## src/rtl/led_pkg.sv

```systemverilog
// Shared FSM state type and mode encodings for the LED breathing driver.
package led_pkg;

    typedef enum logic [2:0] {
        IDLE,
        UP,
        HOLD_HI,
        DOWN,
        HOLD_LO
    } state_e;

    localparam logic [1:0] MODE_OFF     = 2'b00;
    localparam logic [1:0] MODE_ON      = 2'b01;
    localparam logic [1:0] MODE_BREATHE = 2'b10;

endpackage

```

## src/rtl/pwm_gen.sv

```systemverilog
// Free-running PWM counter with duty compare; counter can be frozen or cleared.
module pwm_gen #(
    parameter int unsigned PWM_BITS = 8
) (
    input  logic                clk,
    input  logic                rst_n,
    input  logic                en,
    input  logic                clr,
    input  logic [PWM_BITS-1:0] duty,
    output logic                pwm_out,
    output logic                period_end
);

    logic [PWM_BITS-1:0] cnt;

    always_ff @(posedge clk or negedge rst_n) begin
        if (!rst_n) begin
            cnt <= '0;
        end else if (en) begin
            cnt <= clr ? '0 : cnt + PWM_BITS'(1);
        end
    end

    assign pwm_out    = (cnt < duty);
    assign period_end = (cnt == '1);

endmodule

```

## src/rtl/led_breathe.sv

```systemverilog
// LED driver: off, steady on, or triangular breathing PWM with a per-breath done pulse.
module led_breathe
    import led_pkg::*;
#(
    parameter int unsigned PWM_BITS     = 8,
    parameter int unsigned STEP_PERIODS = 122,
    parameter int unsigned HOLD_STEPS   = 64
) (
    input  logic                clk,
    input  logic                rst_n,
    input  logic [1:0]          mode,
    input  logic                freeze,
    output logic                led,
    output logic [PWM_BITS-1:0] duty,
    output logic                cycle_done
);

    localparam int unsigned STEP_W = (STEP_PERIODS > 1) ? $clog2(STEP_PERIODS) : 1;
    localparam int unsigned HOLD_W = (HOLD_STEPS > 1) ? $clog2(HOLD_STEPS) : 1;
    localparam logic [STEP_W-1:0]   STEP_LAST = STEP_W'(STEP_PERIODS - 1);
    localparam logic [HOLD_W-1:0]   HOLD_LAST = HOLD_W'(HOLD_STEPS - 1);
    localparam logic [PWM_BITS-1:0] DUTY_MAX  = '1;

    state_e              state_q, state_d;
    logic [PWM_BITS-1:0] duty_q, duty_d;
    logic [STEP_W-1:0]   step_cnt, step_d;
    logic [HOLD_W-1:0]   hold_cnt, hold_d;
    logic [1:0]          mode_q, mode_d;
    logic                led_q, led_d;
    logic                done_q, done_d;
    logic                run, mode_chg, enter, pb, se;
    logic                pwm_out, period_end;

    assign run      = !freeze;
    assign mode_chg = (mode != mode_q);
    assign enter    = mode_chg && (mode == MODE_BREATHE);
    // A period boundary is only consumed on a running cycle that is not a restart.
    assign pb       = run && !enter && period_end;
    assign se       = pb && (step_cnt == STEP_LAST);

    pwm_gen #(
        .PWM_BITS(PWM_BITS)
    ) u_pwm (
        .clk       (clk),
        .rst_n     (rst_n),
        .en        (run),
        .clr       (enter),
        .duty      (duty_q),
        .pwm_out   (pwm_out),
        .period_end(period_end)
    );

    always_comb begin
        state_d = state_q;
        duty_d  = duty_q;
        step_d  = step_cnt;
        hold_d  = hold_cnt;
        mode_d  = mode_q;
        led_d   = led_q;
        done_d  = 1'b0;

        if (run) begin
            mode_d = mode;
            case (mode)
                MODE_OFF:     led_d = 1'b0;
                MODE_ON:      led_d = 1'b1;
                MODE_BREATHE: led_d = pwm_out;
                default:      led_d = 1'b0;
            endcase

            if (enter) begin
                state_d = UP;
                duty_d  = '0;
                step_d  = '0;
                hold_d  = '0;
            end else begin
                if (pb) begin
                    step_d = (step_cnt == STEP_LAST) ? '0 : step_cnt + STEP_W'(1);
                end

                if (mode_chg) begin
                    state_d = IDLE;
                    duty_d  = '0;
                end else if (se) begin
                    case (state_q)
                        UP: begin
                            if (duty_q != DUTY_MAX) begin
                                duty_d = duty_q + PWM_BITS'(1);
                            end
                            if (duty_q >= DUTY_MAX - PWM_BITS'(1)) begin
                                state_d = HOLD_HI;
                                hold_d  = '0;
                            end
                        end
                        HOLD_HI: begin
                            if (hold_cnt == HOLD_LAST) begin
                                state_d = DOWN;
                                hold_d  = '0;
                            end else begin
                                hold_d = hold_cnt + HOLD_W'(1);
                            end
                        end
                        DOWN: begin
                            if (duty_q != '0) begin
                                duty_d = duty_q - PWM_BITS'(1);
                            end
                            if (duty_q <= PWM_BITS'(1)) begin
                                state_d = HOLD_LO;
                                hold_d  = '0;
                            end
                        end
                        HOLD_LO: begin
                            if (hold_cnt == HOLD_LAST) begin
                                state_d = UP;
                                hold_d  = '0;
                                done_d  = 1'b1;
                            end else begin
                                hold_d = hold_cnt + HOLD_W'(1);
                            end
                        end
                        default: begin
                            state_d = IDLE;
                            duty_d  = '0;
                        end
                    endcase
                end
            end
        end
    end

    always_ff @(posedge clk or negedge rst_n) begin
        if (!rst_n) begin
            state_q  <= IDLE;
            duty_q   <= '0;
            step_cnt <= '0;
            hold_cnt <= '0;
            mode_q   <= MODE_OFF;
            led_q    <= 1'b0;
            done_q   <= 1'b0;
        end else begin
            state_q  <= state_d;
            duty_q   <= duty_d;
            step_cnt <= step_d;
            hold_cnt <= hold_d;
            mode_q   <= mode_d;
            led_q    <= led_d;
            done_q   <= done_d;
        end
    end

    assign led        = led_q;
    assign duty       = duty_q;
    assign cycle_done = done_q;

endmodule

```

## config.mk

```make
export PLATFORM = sky130hd
export DESIGN_NAME = led_breathe
export DESIGN_NICKNAME = d
export VERILOG_FILES = /design/src/rtl/led_pkg.sv /design/src/rtl/pwm_gen.sv /design/src/rtl/led_breathe.sv
export SDC_FILE = /design/constraint.sdc
export NUM_CORES = 1
export LEC_CHECK = 0
export ABC_AREA = 1
export CORE_AREA = 2 2 81 75
export DETAILED_ROUTE_END_ITERATION = 16
export DIE_AREA = 0 0 83 77
export HOLD_SLACK_MARGIN = 0.05
export PLACE_DENSITY = 0.67
export SLEW_MARGIN = 0
export SYNTH_ARGS = -nofsm -noshare
export SYNTH_HDL_FRONTEND = slang
export SYNTH_SLANG_ARGS = --single-unit
```

## constraint.sdc

```tcl
create_clock -name clk -period 1.68 [get_ports clk]
set_clock_uncertainty 0.2 [all_clocks]
set_input_delay 0.42 -clock clk [delete_from_list [all_inputs] [get_ports clk]]
set_output_delay 0.42 -clock clk [all_outputs]
set_load 0.02 [all_outputs]
```

==> flow_summary.ini, run 1 <==
[run_status]
outcome = finished, violations left
violations = negative setup slack

[placement]
dpl.hpwl_um = 5080
io_buffer_count = 14
dpl-instance-area_um2 = 3380
place.gp.congestion = 0.905

[pwr]
p_total_w = 0.00257
leakagePower_nw = 2.00
irDropWorstVdd_v = 0.000714
p_per_area_nw_per_um2 = 635

[cells_and_area]
final_nets = 494
syn_to_final_growth_pct = 50.9
fin_area_um2 = 4050
n_antenna_cell = 0
layout_commonest_cell = buf_4
drive_gt1_share_pct = 45.1
final_util_pct = 72.8
final_cell_mix = buf_4, nand2_1, nand3_1

[floorplanning]
die_x_um = 83
ioPinCount = 15
die_h_um = 77
die_area_um2 = 6390
initial_utilization_pct = 48.3
core-area_um2 = 5560
rows = 26

[global_route]
grt_pass1_vias = 2708
grt_pass1_wl_um = 12200
grt_use_total_pct = 23.4
grt-ovfl-total = 0
antenna_found_initial = 0
grt_start_max_net_pins = 20

[synth]
yosysSeqAreaShare_pct = 33.6
yosys_warnings = 0
synth_top_cell_area_share_pct = 33.6
synthTopCellsByArea = dfrtp_1, nand2_1, nand3_1, ha_1, inv_1
postSynthCellCount = 367
synth_area_leader_cell = dfrtp_1
ys.flop_type = dfrtp_1
synth-edff-count = 0
synth.net_count = 390
avgSynthCellArea_um2 = 7.32
synthArstFlopShare_pct = 100
synth_area_um2 = 2690
synthDistinctLibCells = 33
ys_ff_latch = 36

[critical_path]
worst_setup_path_startpoint = duty[0]$_DFFE_PN0P_
r2r_slack_ns = -0.15
path_class = reg2reg
reg2reg_to = duty[5]$_DFFE_PN0P_
critPathCapture = duty[5]$_DFFE_PN0P_
required_ns = 1.71
crit_path_start_kind = register
crit_chain = clkinv_4 -> buf_4 -> buf_4 -> nand3_1 -> nor2_2 -> xor2_1 -> nand2_1 -> o21ai_0 -> nand3_2 -> nand2_1
crit_arrival_ns = 1.86
worstPathMaxFanout = 4
slowest_stage = dfrtp_2
endpoint_kind = register
timing.rr.start = duty[0]$_DFFE_PN0P_
r2r_cells = 10
cpPeakStageDelay_ns = 0.45

[clocking]
cts_num_sinks = 36
clkTransAtPathRegs_ns = 0.07
cts_tree = yes
cts_max_level = 2
clock_latency_ns = 0.29
cts_buffers = 5
clockBufferDepth = 2
root_buffer = clkbuf_8

[timing]
worst_slew_pin_slew_ns = 0.472
setup_tns_ns = -1.95
fin_crit_ns = 1.83
final_max_slew_viol_count = 0
slew_headroom_pct = 68.5
finalHoldViolations = 0
fmax_ghz = 0.545
hold_ws_ns = 0.278
finalCritPeriodShare_pct = 109
setup_violations = 21
grt_setup_unrepaired = true
layout_setup_ws_ns = -0.155

[drt]
ant_nets = 0
drt_pass1_iterations = 4
dr.first_iter.drc_count = 185
wl_per_cell_um = 14.3
avgViaCountPerCell = 5.28
num_vias = 2864
drc = 0
drt-total-wl_um = 7770

[min_path]
hold_path.class = reg2reg

[job]
cap_viol_max_count = 0
-- flip-flops by register name, indices dropped and copies added, names as in the netlist --
signal	count
led	1
step_cnt	7
mode_q	2
duty	8
hold_cnt	6
u_pwm.cnt	8
cycle_done	1
state_q	3
-- worst max-delay path, delay by kind of cell, from the launching register on --
kind / cells / cell delay, ns
AND/OR/NAND/NOR: 5 / 0.52
AO/OA/AOI/OAI: 1 / 0.10
buffers and inverters: 3 / 0.32
flip-flops: 1 / 0.45
XOR/XNOR: 1 / 0.18
-- area by class of cell --
| type | count | area, µm² |
|---|---|---|
| Inverter | 41 | 170 |
| Fill cell | 402 | 1510 |
| Multi-Input combinational cell | 284 | 1910 |
| Timing Repair Buffer | 103 | 860 |
| Clock inverter | 3 | 42.5 |
| Clock buffer | 5 | 68.8 |
| Tap cell | 70 | 87.6 |
| Sequential cell | 36 | 910 |
-- cell usage after synthesis, types with 2 or more instances --
cell type  instances
nor2_2             4
nand2_2            7
nand2_1           99
buf_2              3
nand3_2            2
o21a_1             2
ha_1              18
inv_2             10
nor2_1            25
xor2_1             9
or2_2              2
a21oi_1           14
o31ai_1            3
nand2_4            3
nand4_1           10
nand3b_1           5
inv_1             29
nor2_4             4
nand3_1           55
buf_6              2
dfrtp_1           36
xnor2_1            2
nor3_1             3
o21ai_0           11
-- cells by family after synthesis --
logic type                 after synthesis  share of synthesized area [%]
AOI/OAI and AO/OA                       31                           6.66
xor gates and xnor gates                11                           3.59
DFF                                     36                           33.6
buffers and inverters                   48                           7.50
and+or+nand+nor                        223                           40.3
adders and majority gates               18                           8.39
-- where the power goes --
part,switching [W],internal [W]
clock,0.000331,0.000439
sequential,0.0000640,0.000929
combinational,0.000434,0.000376
total,0.000830,0.00174
-- layer usage --
layer	global-route usage [%]	part of all wire [%]	vias up
met5	0	0	-
met4	7.38	2.8	0
met3	3.23	4.8	22
met2	38.5	49	72
met1	31.8	44	1354
li1	-	-	1416
-- through the flow --
step	cells	worst slack, ns
6_report	542	-0.155
5_1_grt	542	-0.217
4_1_cts	531	-0.139
3_5_place_dp	503	-0.659
3_3_place_gp	503	-0.594
2_1_floorplan	367	0.00331
-- worst min-delay path by stage --
stage	start	end	slack (ns)	cells past startpoint
after CTS	led$_DFFE_PN0N_	led$_DFFE_PN0N_	0.30	2
after detailed placement	rst_n	duty[6]$_DFFE_PN0P_	0.20	1
after floorplan	rst_n	cycle_done$_DFF_PN0_	-0.08	0
final	led$_DFFE_PN0N_	led$_DFFE_PN0N_	0.28	2
after global placement	rst_n	duty[6]$_DFFE_PN0P_	0.20	1
after global routing	led$_DFFE_PN0N_	led$_DFFE_PN0N_	0.33	2
-- timing repair --
action,CTS,global route
hold buffers,1,0
endpoints found under the setup margin,41,36
cloned,1,0
endpoints found under the hold margin,18,0
pin swaps,22,31
resized for setup,63,59
buffers inserted,18,11
Note: power is estimated with default switching activity, not from simulation.
==> inputs of run 2 (changes only) <==
--- a/config.mk
+++ b/config.mk
@@ -15,3 +15,4 @@
 export SYNTH_ARGS = -nofsm -noshare
 export SYNTH_HDL_FRONTEND = slang
 export SYNTH_SLANG_ARGS = --single-unit
+export TNS_END_PERCENT = 10
==> run 2 against run 1 <==
- critical endpoint is now hold_cnt[2]$_DFFE_PN0P_
- global-route usage shrank 1.2 points
- hold slack is essentially flat
- the flow still finishes with violations (negative setup slack)
- register-to-register slack hardly changed
- fmax fell by 0.20%
- routed wire length shrank 9.5%
- highest routed layer unchanged
==> flow_summary.ini, run 2 (synthesis results as in run 1) <==
[drt]
dr.first_iter.drc_count = 185
ant_nets = 0
drt_pass1_iterations = 6
drt-total-wl_um = 7030
avgViaCountPerCell = 5.24
drc = 0
wl_per_cell_um = 13.5
num_vias = 2720

[run_status]
outcome = finished, violations left
violations = negative setup slack

[floorplanning]
rows = 26
ioPinCount = 15
die_area_um2 = 6390
core-area_um2 = 5560
initial_utilization_pct = 48.3
die_h_um = 77
die_x_um = 83

[critical_path]
slowest_stage = dfrtp_2
worstPathMaxFanout = 7
crit_path_start_kind = register
endpoint_kind = register
r2r_cells = 12
cpMostUsedCell = nand2_1
required_ns = 1.71
reg2reg_to = hold_cnt[2]$_DFFE_PN0P_
timing.rr.start = duty[1]$_DFFE_PN0P_
path_class = reg2reg
cpPeakStageDelay_ns = 0.48
crit_arrival_ns = 1.87
r2r_slack_ns = -0.16
crit_chain = inv_4 -> ha_4 -> inv_2 -> nand2_1 -> nand4_1 -> nand2_1 -> nand2_2 -> nor2_4 -> nand2_4 -> nand2_8 -> nand2_1 -> nand2_1

[global_route]
grt-ovfl-total = 0
grt_pass1_wl_um = 11500
antenna_found_initial = 0
grt_start_max_net_pins = 20
grt_util_met1_pct = 30.8
busiest_layer = met2
grt_use_met2_pct = 35.9
grt_util_met3_pct = 3.55
grt_use_total_pct = 22.1
grt_pass1_vias = 2503

[cells_and_area]
multiInputGateArea_um2 = 1740
final_cell_mix = nand2_1, buf_4, nand3_1
fin_area_um2 = 3670
fillers = 474
layout_commonest_cell = nand2_1
final_cells = 519
final_nets = 471
n_antenna_cell = 0
final_util_pct = 65.9
syn_to_final_growth_pct = 36.6
drive_gt1_share_pct = 34.7
regArea_um2 = 911

[timing]
fin_crit_ns = 1.84
finalHoldViolations = 0
slew_headroom_pct = 67.4
grt_setup_unrepaired = true
layout_setup_ws_ns = -0.159
final_max_slew_viol_count = 0
setup_violations = 18
finalCritPeriodShare_pct = 109
worst_slew_pin_slew_ns = 0.488
fmax_ghz = 0.544

[min_path]
hold_end = led$_DFFE_PN0N_
hold_path.class = reg2reg
hold_depth = 2
worstHoldStart = led$_DFFE_PN0N_

[pwr]
p_comb_share_pct = 28.9
p_sw_w = 0.000794
swShare_pct = 31.8
seqPwrFrac_pct = 39.9
irDropWorstVdd_v = 0.000522
leakagePower_nw = 1.87
pwr-share-clk_pct = 31.3
power.internal_w = 0.00170
p_per_area_nw_per_um2 = 680
p_total_w = 0.00250

[clocking]
root_buffer = clkbuf_8
clockBufferDepth = 2
clock_latency_ns = 0.29
cts_tree = yes
cts_num_sinks = 36
clkTransAtPathRegs_ns = 0.08
cts_buffers = 5
cts_max_level = 2

[job]
cap_viol_max_count = 0

[placement]
place.gp.congestion = 0.914
pre_cts_slack_ns = -0.609
dp_cells = 507
dpl-instance-area_um2 = 3380
io_buffer_count = 14
dpl.hpwl_um = 5120
==> run 2: cell types whose count changed in the layout (fill, tap and decap cells not counted), sizes merged <==
| cell | before | now |
|---|---|---|
| clkbuf | 7 | 8 |
| clkdlybuf4s15 | 3 | 5 |
| inv | 38 | 40 |
| nor2 | 35 | 34 |
| clkinv | 4 | 2 |
| dlymetal6s2s | 0 | 1 |
| dlygate4sd2 | 5 | 4 |
| buf | 92 | 68 |
| clkinvlp | 1 | 0 |
==> run 2: repair_timing <==
item                                    CTS  global route
endpoints found under the setup margin   41            34
hold buffers                              1             0
buffers inserted                          0             3
gates cloned                              0             0
resized for setup                        37            31
endpoints found under the hold margin    17             0
pin swaps                                 5            13
==> run 2: layout make-up <==
type	count	share of cell area, %
Clock inverter	2	0.955
Sequential cell	36	24.8
Tap cell	70	2.39
Inverter	41	4.50
Timing Repair Buffer	81	18.0
Multi-Input combinational cell	283	47.3
Clock buffer	6	1.98
==> run 2: per-layer routing <==
| metal | share of wire, % | up-vias |
|---|---|---|
| met5 | 0 | - |
| met2 | 46 | 68 |
| met1 | 48 | 1274 |
| li1 | - | 1367 |
| met3 | 4.2 | 11 |
| met4 | 1.7 | 0 |
==> run 2: how the worst max path moves through the flow <==
| stage | start | to | slack [ns] | cells past startpoint |
|---|---|---|---|---|
| 2_1_floorplan | duty[0]$_DFFE_PN0P_ | state_q[0]$_DFFE_PN0P_ | -0.0003 | 11 |
| 3_3_place_gp | mode[0] | hold_cnt[2]$_DFFE_PN0P_ | -0.60 | 11 |
| 3_5_place_dp | mode[0] | hold_cnt[1]$_DFFE_PN0P_ | -0.61 | 11 |
| 4_1_cts | duty[1]$_DFFE_PN0P_ | hold_cnt[1]$_DFFE_PN0P_ | -0.14 | 12 |
| 5_1_grt | duty[1]$_DFFE_PN0P_ | hold_cnt[1]$_DFFE_PN0P_ | -0.25 | 12 |
| 6_report | duty[1]$_DFFE_PN0P_ | hold_cnt[2]$_DFFE_PN0P_ | -0.16 | 12 |
==> run 2: power by group through the flow <==
stage                     clock network, W  logic, W  registers [W]
after floorplan                          0  0.000375        0.00101
after global placement                   0  0.000643        0.00100
after detailed placement                 0  0.000659        0.00100
after CTS                         0.000801  0.000673       0.000988
after global routing              0.000834  0.000805        0.00100
final                             0.000781  0.000720       0.000995
==> run 2: worst max-delay path, delay by kind of cell (launching register included) <==
kind	cells	cell delay, ns
and+or+nand+nor	9	0.79
adders and majority gates	1	0.14
DFF	1	0.48
buffers and inverters	2	0.16
==> run 2: through the flow <==
| step | hold WS [ns] | setup TNS [ns] |
|---|---|---|
| finish | 0.279 | -2.23 |
| global route | 0.294 | -4.88 |
| CTS | 0.293 | -2.06 |
| detailed placement | 0.207 | -17.08 |
| global placement | 0.201 | -16.86 |
| floorplan | -0.0756 | -0.000785 |
==> inputs of run 3 (changes only) <==
--- a/config.mk
+++ b/config.mk
@@ -6,11 +6,12 @@
 export NUM_CORES = 1
 export LEC_CHECK = 0
 export ABC_AREA = 1
+export CAP_MARGIN = 20
 export CORE_AREA = 2 2 81 75
 export DETAILED_ROUTE_END_ITERATION = 16
 export DIE_AREA = 0 0 83 77
 export HOLD_SLACK_MARGIN = 0.05
-export PLACE_DENSITY = 0.67
+export PLACE_DENSITY = 0.71
 export SLEW_MARGIN = 0
 export SYNTH_ARGS = -nofsm -noshare
 export SYNTH_HDL_FRONTEND = slang
==> run 3 against run 2 <==
- the run still ends with negative setup slack left
- first-iteration DRC count increased by 25%
- fmax rose by 1.2%
- non-clock buffer count up 18
- largest cell class unchanged
==> flow_summary.ini, run 3 (synthesis results as in run 1) <==
[cells_and_area]
final_util_pct = 70.6
fin_area_um2 = 3930
layout_commonest_cell = nand2_1
final_nets = 489
syn_to_final_growth_pct = 46.2
drive_gt1_share_pct = 40.7
final_cell_mix = nand2_1, buf_4, nand3_1
n_antenna_cell = 0

[global_route]
grt_util_met3_pct = 3.23
grt_util_met1_pct = 28.5
grt_start_max_net_pins = 37
grt-ovfl-total = 0
antenna_found_initial = 0
grt_use_total_pct = 22.1
busiest_layer = met2
grt_use_met2_pct = 40.2
grt_pass1_wl_um = 11600
grt_pass1_vias = 2640

[clocking]
root_buffer = clkbuf_8
cts_max_level = 2
clockBufferDepth = 2
clkTransAtPathRegs_ns = 0.08
clock_latency_ns = 0.29
cts_num_sinks = 36
cts_buffers = 5
cts_tree = yes

[min_path]
hold_path.class = reg2reg

[drt]
drt_pass1_iterations = 4
wl_per_cell_um = 14.5
drt-total-wl_um = 7810
drc = 0
avgViaCountPerCell = 5.31
ant_nets = 0
num_vias = 2851
dr.first_iter.drc_count = 232

[job]
cap_viol_max_count = 0

[pwr]
irDropWorstVdd_v = 0.000466
leakagePower_nw = 1.94
p_per_area_nw_per_um2 = 628

[critical_path]
crit_arrival_ns = 1.80
r2r_slack_ns = -0.14
required_ns = 1.67
path_class = reg2reg
endpoint_kind = register
crit_path_start_kind = register
worstPathMaxFanout = 7

[floorplanning]
initial_utilization_pct = 48.3
die_h_um = 77
ioPinCount = 15
core-area_um2 = 5560
rows = 26
die_x_um = 83
die_area_um2 = 6390

[timing]
finalCritPeriodShare_pct = 108
fmax_ghz = 0.550
setup_violations = 21
layout_setup_ws_ns = -0.137
grt_setup_unrepaired = true
fin_crit_ns = 1.82
worst_slew_pin_slew_ns = 0.240
finalHoldViolations = 0
slew_headroom_pct = 83.9
final_max_slew_viol_count = 0

[placement]
io_buffer_count = 14
dpl.hpwl_um = 5260
place.gp.congestion = 0.890
dpl-instance-area_um2 = 3480

[run_status]
outcome = finished, violations left
violations = negative setup slack
run 3: cell types whose count changed in the layout (fill, tap and decap cells not counted), moves of 5 or more:
cell,before,now
buf_6,2,10
buf_4,62,71
nand3_1,53,46
nor2_4,4,11
nor2_2,9,4
nand3_2,4,10
run 3: final cells by class:
| class | count | area, µm² |
|---|---|---|
| clock buffers | 5 | 68.8 |
| multi-input cells | 283 | 1850 |
| flip-flops and latches | 36 | 910 |
| inverters | 41 | 170 |
| well taps | 70 | 87.6 |
| repair buffers | 99 | 823 |
| fillers | 424 | 1640 |
| clock inverters | 3 | 18.8 |
run 3: report_power, final:
part / leakage [nW] / internal (W) / switching, W
clock network: 0.0479 / 0.000289 / 0.000343
logic: 1.41 / 0.000395 / 0.000427
registers: 0.480 / 0.000928 / 0.0000845
run 3: repair_timing:
| action | CTS | global route |
|---|---|---|
| gates resized for setup | 31 | 72 |
| hold buffers | 1 | 0 |
| pin swaps | 8 | 29 |
| hold endpoints to repair | 36 | 0 |
| buffers inserted | 2 | 9 |
| endpoints found under the setup margin | 40 | 36 |
run 3: worst paths after layout:
| path | startpoint | endpoint | depth (start not counted) |
|---|---|---|---|
| worst max-delay path | duty[1]$_DFFE_PN0P_ | hold_cnt[5]$_DFFE_PN0P_ | 12 |
| worst min-delay path | led$_DFFE_PN0N_ | led$_DFFE_PN0N_ | 2 |
| worst max register to register | duty[1]$_DFFE_PN0P_ | hold_cnt[5]$_DFFE_PN0P_ | 12 |
| worst min register to register | led$_DFFE_PN0N_ | led$_DFFE_PN0N_ | 2 |
| max in group asynchronous | rst_n | duty[1]$_DFFE_PN0P_ | 3 |
| min in group asynchronous | rst_n | duty[2]$_DFFE_PN0P_ | 3 |
run 3: critical path, stage by stage (launching register included):
cell and delay (ns):
dfrtp_2 0.47, buf_4 0.16, ha_4 0.15, nor2_4 0.10, nor2_2 0.05, nand2_1 0.07, nand2_2 0.08, nand2_2 0.09
nor2_4 0.04, nand2_4 0.09, nand2_4 0.08, nand2_1 0.07, nand2_1 0.05
run 3: layer usage:
metal,share of wire [%],routed length [µm]
met2,53,4170
met5,0,0
met4,0.74,58
met3,3.9,308
met1,42,3280
run 3: metrics by stage:
step                 TNS [ns]  std cells  power [W]  setup slack [ns]  hold slack (ns)
CTS                     -1.65        528    0.00234            -0.126            0.291
floorplan           -0.000785        367    0.00139         -0.000262          -0.0756
global route            -4.42        537    0.00261            -0.228            0.305
global placement       -15.48        517    0.00167            -0.547            0.197
detailed placement     -17.12        517    0.00169            -0.631            0.201
finish                  -1.99        537    0.00247            -0.137            0.287
